--- src/rtl/baud_pkg.sv ---
// rtl/baud_pkg.sv - shared constants and divisor type for the fractional baud generator
package baud_pkg;

  localparam int DIV_W_DEF        = 16;
  localparam int FRAC_W_DEF       = 4;
  localparam int OSR_DEF          = 16;
  localparam int DEF_DIV_INT_DEF  = 27;
  localparam int DEF_DIV_FRAC_DEF = 2;

  // Smallest usable period; keeps oTick from ever being high two cycles running.
  localparam int MIN_DIV = 2;

  typedef struct packed {
    logic [DIV_W_DEF-1:0]  div_int;
    logic [FRAC_W_DEF-1:0] div_frac;
  } divisor_t;

endpackage

--- src/rtl/baud_gen_frac_if.sv ---
// rtl/baud_gen_frac_if.sv - control and tick signals of the fractional baud generator
interface baud_gen_frac_if #(
  parameter int DIV_W  = 16,
  parameter int FRAC_W = 4
);

  logic              iEn;
  logic              iLoad;
  logic [DIV_W-1:0]  iDivInt;
  logic [FRAC_W-1:0] iDivFrac;
  logic              iSync;
  logic              oTick;
  logic              oBitTick;

  modport master (
    output iEn, iLoad, iDivInt, iDivFrac, iSync,
    input  oTick, oBitTick
  );

  modport slave (
    input  iEn, iLoad, iDivInt, iDivFrac, iSync,
    output oTick, oBitTick
  );

endinterface

--- src/rtl/baud_gen_frac.sv ---
// rtl/baud_gen_frac.sv - fractional oversample/bit tick generator with shadowed divisor reload and phase resync
module baud_gen_frac
  import baud_pkg::*;
#(
  parameter int DIV_W        = DIV_W_DEF,
  parameter int FRAC_W       = FRAC_W_DEF,
  parameter int OSR          = OSR_DEF,
  parameter int DEF_DIV_INT  = DEF_DIV_INT_DEF,
  parameter int DEF_DIV_FRAC = DEF_DIV_FRAC_DEF
) (
  input logic            clk,
  input logic            reset,
  baud_gen_frac_if.slave bus
);

  localparam int OSR_W = (OSR > 1) ? $clog2(OSR) : 1;

  logic [DIV_W:0]    cnt;
  logic [FRAC_W-1:0] acc;
  logic [OSR_W-1:0]  osr_cnt;
  logic [DIV_W-1:0]  act_int;
  logic [FRAC_W-1:0] act_frac;
  logic [DIV_W-1:0]  sh_int;
  logic [FRAC_W-1:0] sh_frac;
  logic              pending;
  logic              tick_q;
  logic              bit_q;

  logic              sync_go;
  logic              bound;
  logic [DIV_W-1:0]  sel_int;
  logic [FRAC_W-1:0] sel_frac;
  logic [DIV_W-1:0]  new_int;
  logic [FRAC_W:0]   sum;

  // Divisor for the period about to start: a same-cycle load only wins on a resync,
  // otherwise a pending shadow is applied, otherwise the active divisor is kept.
  always_comb begin
    sync_go  = bus.iEn & bus.iSync;
    bound    = bus.iEn & ~bus.iSync & (cnt == '0);
    sel_int  = act_int;
    sel_frac = act_frac;
    if (sync_go && bus.iLoad) begin
      sel_int  = bus.iDivInt;
      sel_frac = bus.iDivFrac;
    end else if (pending) begin
      sel_int  = sh_int;
      sel_frac = sh_frac;
    end
    new_int = (sel_int < DIV_W'(MIN_DIV)) ? DIV_W'(MIN_DIV) : sel_int;
    sum     = {1'b0, acc} + {1'b0, sel_frac};
  end

  always_ff @(posedge clk) begin
    if (reset) begin
      cnt      <= (DIV_W+1)'(DEF_DIV_INT - 1);
      acc      <= '0;
      osr_cnt  <= '0;
      act_int  <= DIV_W'(DEF_DIV_INT);
      act_frac <= FRAC_W'(DEF_DIV_FRAC);
      sh_int   <= DIV_W'(DEF_DIV_INT);
      sh_frac  <= FRAC_W'(DEF_DIV_FRAC);
      pending  <= 1'b0;
      tick_q   <= 1'b0;
      bit_q    <= 1'b0;
    end else begin
      tick_q <= 1'b0;
      bit_q  <= 1'b0;

      if (bus.iLoad) begin
        sh_int  <= bus.iDivInt;
        sh_frac <= bus.iDivFrac;
      end

      if (sync_go) begin
        pending <= 1'b0;
      end else if (bus.iLoad) begin
        pending <= 1'b1;
      end else if (bound) begin
        pending <= 1'b0;
      end

      if (sync_go) begin
        cnt      <= {1'b0, new_int} - (DIV_W+1)'(1);
        acc      <= '0;
        osr_cnt  <= '0;
        act_int  <= new_int;
        act_frac <= sel_frac;
      end else if (bound) begin
        // The fractional carry stretches this period by one cycle.
        cnt      <= {1'b0, new_int} + {{DIV_W{1'b0}}, sum[FRAC_W]} - (DIV_W+1)'(1);
        acc      <= sum[FRAC_W-1:0];
        act_int  <= new_int;
        act_frac <= sel_frac;
        tick_q   <= 1'b1;
        bit_q    <= (osr_cnt == OSR_W'(OSR - 1));
        osr_cnt  <= (osr_cnt == OSR_W'(OSR - 1)) ? '0 : osr_cnt + OSR_W'(1);
      end else if (bus.iEn) begin
        cnt <= cnt - (DIV_W+1)'(1);
      end
    end
  end

  assign bus.oTick    = tick_q;
  assign bus.oBitTick = bit_q;

endmodule
--- src/flat_wrapper.sv ---
// flat-port wrapper written by rule: the top's interface ports become plain ports
module baud_gen_frac_flat import baud_pkg::*;
#(
  parameter int DIV_W        = DIV_W_DEF,
  parameter int FRAC_W       = FRAC_W_DEF,
  parameter int OSR          = OSR_DEF,
  parameter int DEF_DIV_INT  = DEF_DIV_INT_DEF,
  parameter int DEF_DIV_FRAC = DEF_DIV_FRAC_DEF
)
  (clk, reset, bus_iEn, bus_iLoad, bus_iDivInt, bus_iDivFrac, bus_iSync, bus_oTick, bus_oBitTick);
  baud_gen_frac_if #(.DIV_W(DIV_W), .FRAC_W(FRAC_W)) bus_i ();
  input logic clk;
  input logic reset;
  input wire logic [$bits(bus_i.iEn)-1:0] bus_iEn;
  input wire logic [$bits(bus_i.iLoad)-1:0] bus_iLoad;
  input wire logic [$bits(bus_i.iDivInt)-1:0] bus_iDivInt;
  input wire logic [$bits(bus_i.iDivFrac)-1:0] bus_iDivFrac;
  input wire logic [$bits(bus_i.iSync)-1:0] bus_iSync;
  output wire logic [$bits(bus_i.oTick)-1:0] bus_oTick;
  output wire logic [$bits(bus_i.oBitTick)-1:0] bus_oBitTick;
  assign bus_i.iEn = bus_iEn;
  assign bus_i.iLoad = bus_iLoad;
  assign bus_i.iDivInt = bus_iDivInt;
  assign bus_i.iDivFrac = bus_iDivFrac;
  assign bus_i.iSync = bus_iSync;
  assign bus_oTick = bus_i.oTick;
  assign bus_oBitTick = bus_i.oBitTick;
  baud_gen_frac #(.DIV_W(DIV_W), .FRAC_W(FRAC_W), .OSR(OSR), .DEF_DIV_INT(DEF_DIV_INT), .DEF_DIV_FRAC(DEF_DIV_FRAC)) u_core (.clk(clk), .reset(reset), .bus(bus_i));
endmodule
--- config.mk ---
export PLATFORM = sky130hd
export DESIGN_NAME = baud_gen_frac_flat
export DESIGN_NICKNAME = d
export VERILOG_FILES = /design/src/rtl/baud_pkg.sv /design/src/rtl/baud_gen_frac_if.sv /design/src/rtl/baud_gen_frac.sv /design/src/flat_wrapper.sv
export SDC_FILE = /design/constraint.sdc
export NUM_CORES = 1
export LEC_CHECK = 0
export BUFFER_PORTS_ARGS = -buffer_cell sky130_fd_sc_hd__buf_2
export CELL_PAD_IN_SITES_DETAIL_PLACEMENT = 0
export CELL_PAD_IN_SITES_GLOBAL_PLACEMENT = 1
export CORE_MARGIN = 2
export CORE_UTILIZATION = 49
export DETAILED_ROUTE_END_ITERATION = 8
export PLACE_DENSITY = 0.85
export SYNTH_ARGS = -nofsm -noshare
export SYNTH_HDL_FRONTEND = slang
export SYNTH_SLANG_ARGS = --single-unit
export TNS_END_PERCENT = 10
--- constraint.sdc ---
create_clock -name clk -period 5.5 [get_ports clk]
set_input_delay 0.275 -clock clk [delete_from_list [all_inputs] [get_ports clk]]
set_output_delay 0.275 -clock clk [all_outputs]
set_load 0.02 [all_outputs]
# Word-level counts from Yosys, hierarchy flattened
# Index checks and enable logic that the tools add are counted.
# W data, S select, Z words.
# word_totals
ff_bits,68
input_bits,25
out_inout_bits,2
elab_cells,46
# op_classes
n_addsub,6
n_lt_le_gt_ge,1
n_eq_ne,1
muxes,16
bitwise_logic,5
n_reduce_logical,7
# op_table
cell,n
$mux W16,5
$mux W17,3
$sub A17 B1 Y17 const B,2
$mux W4,5
$add A16 B1 Y17,1
$logic_not A17 Y1,1
$sub A16 B1 Y17 const B,1
$lt A16 B2 Y1 const B,1
$add A4 B4 Y5,1
$add A4 B1 Y4 const B,1
$eq A4 B4 Y1 const B,1
$reduce_bool A2 Y1,2
$and A1 B1 Y1,3
$mux W1,3
$reduce_bool A3 Y1,1
$reduce_or A3 Y1,1
$not A1 Y1,2
$reduce_or A2 Y1,1
$logic_and A1 B1 Y1,1

# Longest topological paths before layout
# depth
word_depth,9
depth_mapped,18
mapped_depth_nobuf,15

# Worst setup path after synthesis
# Ideal clock, no wire load.
# synth_path
path_kind,register to register
from,register u_core.pending
to,register u_core.cnt[12]
setup_time_ns,0.143
arrival_ns,3.523
required_time_ns,5.357
slack_ns,1.834
path_stages_with_launch,18
n_path_buf,4
period_less_slack_ns,3.666
path_cell_list,dfxtp_1 > buf_2 > buf_6 > buf_6 > mux2i_1 > nand3_1 > a222oi_1 > and2_1 > buf_4 > or2_2 > ha_1 > ha_1 > o211ai_1 > a221oi_1 > nand2_1 > xor2_1 > o211ai_1 > a311oi_1
# synth_between
elab_chain_cells,8
word_cells_on_any_way,12
cone_classes,add/sub (4); order compare (1); mux (7)
# synth_lines
item,line,rtl
"start, declared",baud_gen_frac.sv:25,logic pending;
"start signal, assigned",baud_gen_frac.sv:63,pending <= 1'b0;
"start signal, assigned",baud_gen_frac.sv:76,pending <= 1'b0;
"start signal, assigned",baud_gen_frac.sv:78,pending <= 1'b1;
$mux W16,baud_gen_frac.sv:46,end else if (pending) begin
$mux W16,baud_gen_frac.sv:43,if (sync_go && bus.iLoad) begin
$lt A16 B2 Y1,baud_gen_frac.sv:50,new_int = (sel_int < DIV_W'(MIN_DIV)) ? DIV_W'(MIN_DIV) : sel_int;
$mux W16,baud_gen_frac.sv:50,
$add A16 B1 Y17,baud_gen_frac.sv:91,"cnt <= {1'b0, new_int} + {{DIV_W{1'b0}}, sum[FRAC_W]} - (DIV_W+1)'(1);"
$sub A17 B1 Y17,baud_gen_frac.sv:91,
$mux W17,baud_gen_frac.sv:89,end else if (bound) begin
$mux W17 (*),baud_gen_frac.sv:83,if (sync_go) begin
"end signal, assigned",baud_gen_frac.sv:84,"cnt <= {1'b0, new_int} - (DIV_W+1)'(1);"
"end signal, assigned",baud_gen_frac.sv:91,
"end signal, assigned",baud_gen_frac.sv:99,cnt <= cnt - (DIV_W+1)'(1);
"end, declared",baud_gen_frac.sv:18,logic [DIV_W:0] cnt;
# Every way passes the cells marked *; elsewhere a longest branch is shown, timed or not.
# A chain may end at the register's enable or synchronous reset.

# Worst setup path in the final report
# Same ends and word-level chain as after synthesis.

==> results.md <==
* Row count at 33
* Slew @ Worst Pin at 0.957 ns
* Ys Warns at 0
* Top cell type by total area after synthesis: dfxtp_1
* Unrepaired setup endpoints after global routing: no
* H-tree depth at 3
* Placed cell area at 4390 µm²
* Finished Cell Area at 4580 µm²
* Layout cells sized above 1 at 10.8%
* Worst endpoint required time at 5.68 ns
* CP max stage cell: a222oi_1
* Sink Count at 68
* Final ANT Viol Nets at 0
* Worst clock skew at about 0.019 ns
* Seq/Total Area, Yosys at 32.2%
* Crit Path Class: register to register
* Die footprint at 9400 µm²
* Synth top area cells: dfxtp_1, mux2i_1, nor2_1
* Die Span Y at 96.9 µm
* Worst reg2reg endpoint: u_core.cnt[12]
* Floorplan core area at 8300 µm²
* Reg2Reg Setup Slack at a little over 0.8 ns
* Worst-Skew Late Latency at 0.36 ns
* Pwr per Cell Area at 246 nW/µm²
* Min Tclk post-route at 4.69 ns
* CTS-repair resized insts at 0
* Gr ovfl total at 0
* CP endpoint kind: register
* Clk slew on worst S/H paths at 0.09 ns
* Sum of buffers and inverters on the critical path at 1
* Drt drc at 0
* Hold path endpoint: u_core.sh_int[1]
* Synth Cell Area at between 4000 and 5000 µm²
* Setup bufs post-CTS at 0
* R2r worst-path depth at 14
* DP HPWL at between 8 and 9 mm
* Root Driver: clkbuf_8
* Critical path cell sequence: buf_4, mux2i_1, nand3_1, a222oi_1, and2_1, or2_2, ha_1, ha_1, o211ai_1, a221oi_1, nand2_1, xor2_1, o211ai_1, a311oi_1
* Hold path cells at 3
* Worst reg2reg path startpoint: u_core.pending
* Cells after Synth at 527
* Max frequency at roughly 210 MHz
* Number of synthesized register bits at 68
* TritonCTS Buffers at 9
* Fin nets at 574
* Max clock buf depth at 2
* Status: finished, final reports clean
* Crit path max fanout at 14
* Vias in the first global route at 3635
* Final Hold Viols at 0
* Hold crit path type: input port to register
* Routed via count at 3974
* First-pass GRT wire length at 18.6 mm
* Overall Power at 1.13 mW
* Hold Buf Count CTS at 0
* Final Setup Violations at 0
* DR vias/cell at 6.12
* Final wirelength at 11.6 mm
* Relative slew margins at roughly 36%
* Max Transition Viols Final at 0
* First-pass iteration count of the detailed router at 7
* IO Count at 27
* Antenna fix cells at 0
* Die width at 96.9 µm
* Tcrit/Tclk final at ~85%
* Top cell family by delay on the critical path: compound AO/OA/AOI/OAI gates
* Main synth FF type: dfxtp_1
* WL per Instance at 17.9 µm
* Fin Setup TNS at 0 ns
* Port Buf Inserts at 26
* Worst Path Arrival at 4.87 ns
* GP Congestion at 0.904
* Hold Path Origin: bus_iDivInt[1]
* Initial core utilization at 51.0%
* Synth top area share at about 32%
* Net count after synthesis at 562
* EDFF count, synth at 0
* Post-synth ARST share at 0%
* Largest net degree at the start of global routing at 50
* Critical path's largest stage delay at a little under 0.7 ns
* CTS tree: built
* Syn_area_per_cell at 8.03 µm²
* Maxcap violations at 0
* Max VDD drop at 0.121 mV
* Post-synth cell types at 62
* Leak at 1.90 nW
* Crit start category: register
* Initial antenna violation count at 0
* Gr usage total at approximately 24%
* P&R area growth vs syn at 8.10%
* DR iter-0 viols at around 270
==> layout make-up <==
| cell class | count | area, µm² |
|---|---|---|
| fill | 802 | 3720 |
| multi-input combinational | 418 | 2680 |
| sequential | 68 | 1360 |
| timing repair buffer | 32 | 175 |
| clock buffer | 11 | 151 |
| tap | 105 | 131 |
| inverter | 10 | 37.5 |
| clock inverter | 5 | 36.3 |
==> flip-flops by register name, summed over array words and instances (netlist names) <==
| signal | flops |
|---|---|
| u_core.acc | 4 |
| u_core.sh_int | 16 |
| u_core.osr_cnt | 4 |
| u_core.cnt | 17 |
| u_core.sh_frac | 4 |
| u_core.act_frac | 4 |
| u_core.act_int | 16 |
| u_core.bus.oBitTick | 1 |
| u_core.pending | 1 |
| u_core.bus.oTick | 1 |
==> power breakdown <==
part / internal [mW] / switching (mW)
logic: 0.0737 / 0.124
clock network: 0.188 / 0.209
registers: 0.513 / 0.0193
==> worst max path at each step <==
stage                        start        endpoint  slack, ns  cells after the start
detailed placement         bus_iEn  u_core.cnt[12]       0.82                     14
finish              u_core.pending  u_core.cnt[12]       0.81                     14
floorplan           u_core.pending  u_core.cnt[12]       1.83                     17
global route        u_core.pending  u_core.cnt[12]       0.51                     14
global placement           bus_iEn  u_core.cnt[10]       0.97                     14
CTS                 u_core.pending  u_core.cnt[12]       0.92                     14
==> tightest hold or removal path, delay by kind of cell <==
| family | cells | cell delay, ns |
|---|---|---|
| simple gates | 1 | 0.06 |
| buf+inv | 1 | 0.09 |
| mux | 1 | 0.06 |
==> metrics by stage <==
stage / instances / hold WS, ns / worst slack [ns] / utilization, %
after global routing: 649 / 0.179 / 0.514 / 55.1
after global placement: 633 / 0.446 / 0.974 / 52.9
after CTS: 649 / 0.136 / 0.920 / 55.1
after floorplan: 527 / 0.403 / 1.83 / -
after detailed placement: 633 / 0.460 / 0.822 / 52.9
final: 649 / 0.147 / 0.812 / 55.1
==> placed cells by master, fill, tap and decap left out, types with 5 or more instances in the layout <==
master / instances
nand3_1: 9
xnor2_1: 12
nor4_1: 7
a21o_1: 5
a221oi_1: 6
a22oi_1: 5
xor2_1: 14
ha_1: 9
clkbuf_8: 11
nand2_1: 60
nor2_1: 75
o211ai_1: 13
buf_2: 26
a21oi_1: 31
mux2i_1: 48
a211oi_1: 5
nor3_1: 10
or3_1: 5
a31oi_1: 6
dfxtp_1: 68
and3_1: 6
buf_4: 6
inv_1: 8
o21ai_0: 32
==> synthesized netlist by cell type, types with 3 or more instances <==
| cell type | number |
|---|---|
| and3_1 | 6 |
| nand2_1 | 60 |
| buf_4 | 3 |
| a221oi_1 | 6 |
| nor2_1 | 76 |
| a32oi_1 | 3 |
| a21o_1 | 5 |
| nor3_1 | 10 |
| a31oi_1 | 6 |
| inv_1 | 8 |
| ha_1 | 9 |
| nand3_1 | 9 |
| a21oi_1 | 31 |
| dfxtp_1 | 68 |
| buf_2 | 3 |
| buf_6 | 3 |
| mux2_2 | 3 |
| a211oi_2 | 3 |
| o21ai_0 | 32 |
| o31ai_1 | 3 |
| clkbuf_1 | 20 |
| o21ai_1 | 3 |
| a22oi_1 | 5 |
| a311oi_1 | 3 |
| xor2_1 | 14 |
| and4b_1 | 3 |
| or3_1 | 5 |
| xnor2_1 | 12 |
| mux2i_1 | 48 |
| o211ai_1 | 13 |
| a211oi_1 | 5 |
| o21a_1 | 3 |
| nor4_1 | 7 |
==> kinds of logic after synthesis <==
group                    Yosys count  synth area share (%)
buffers and inverters             41                  4.52
AND/OR/NAND/NOR                  193                  20.8
flip-flops                        68                  32.2
multiplexers                      51                  12.1
XOR/XNOR                          26                  5.38
adder cells (fa/ha/maj)           10                  3.13
AO/OA/AOI/OAI                    138                  21.9
==> per-layer routing <==
metal	share of wire [%]	global-route usage, %
met1	49	35.9
met2	44	36.3
met3	5.8	3.40
met4	1.5	8.13
met5	0	0
Note: power is estimated with default switching activity, not from simulation.
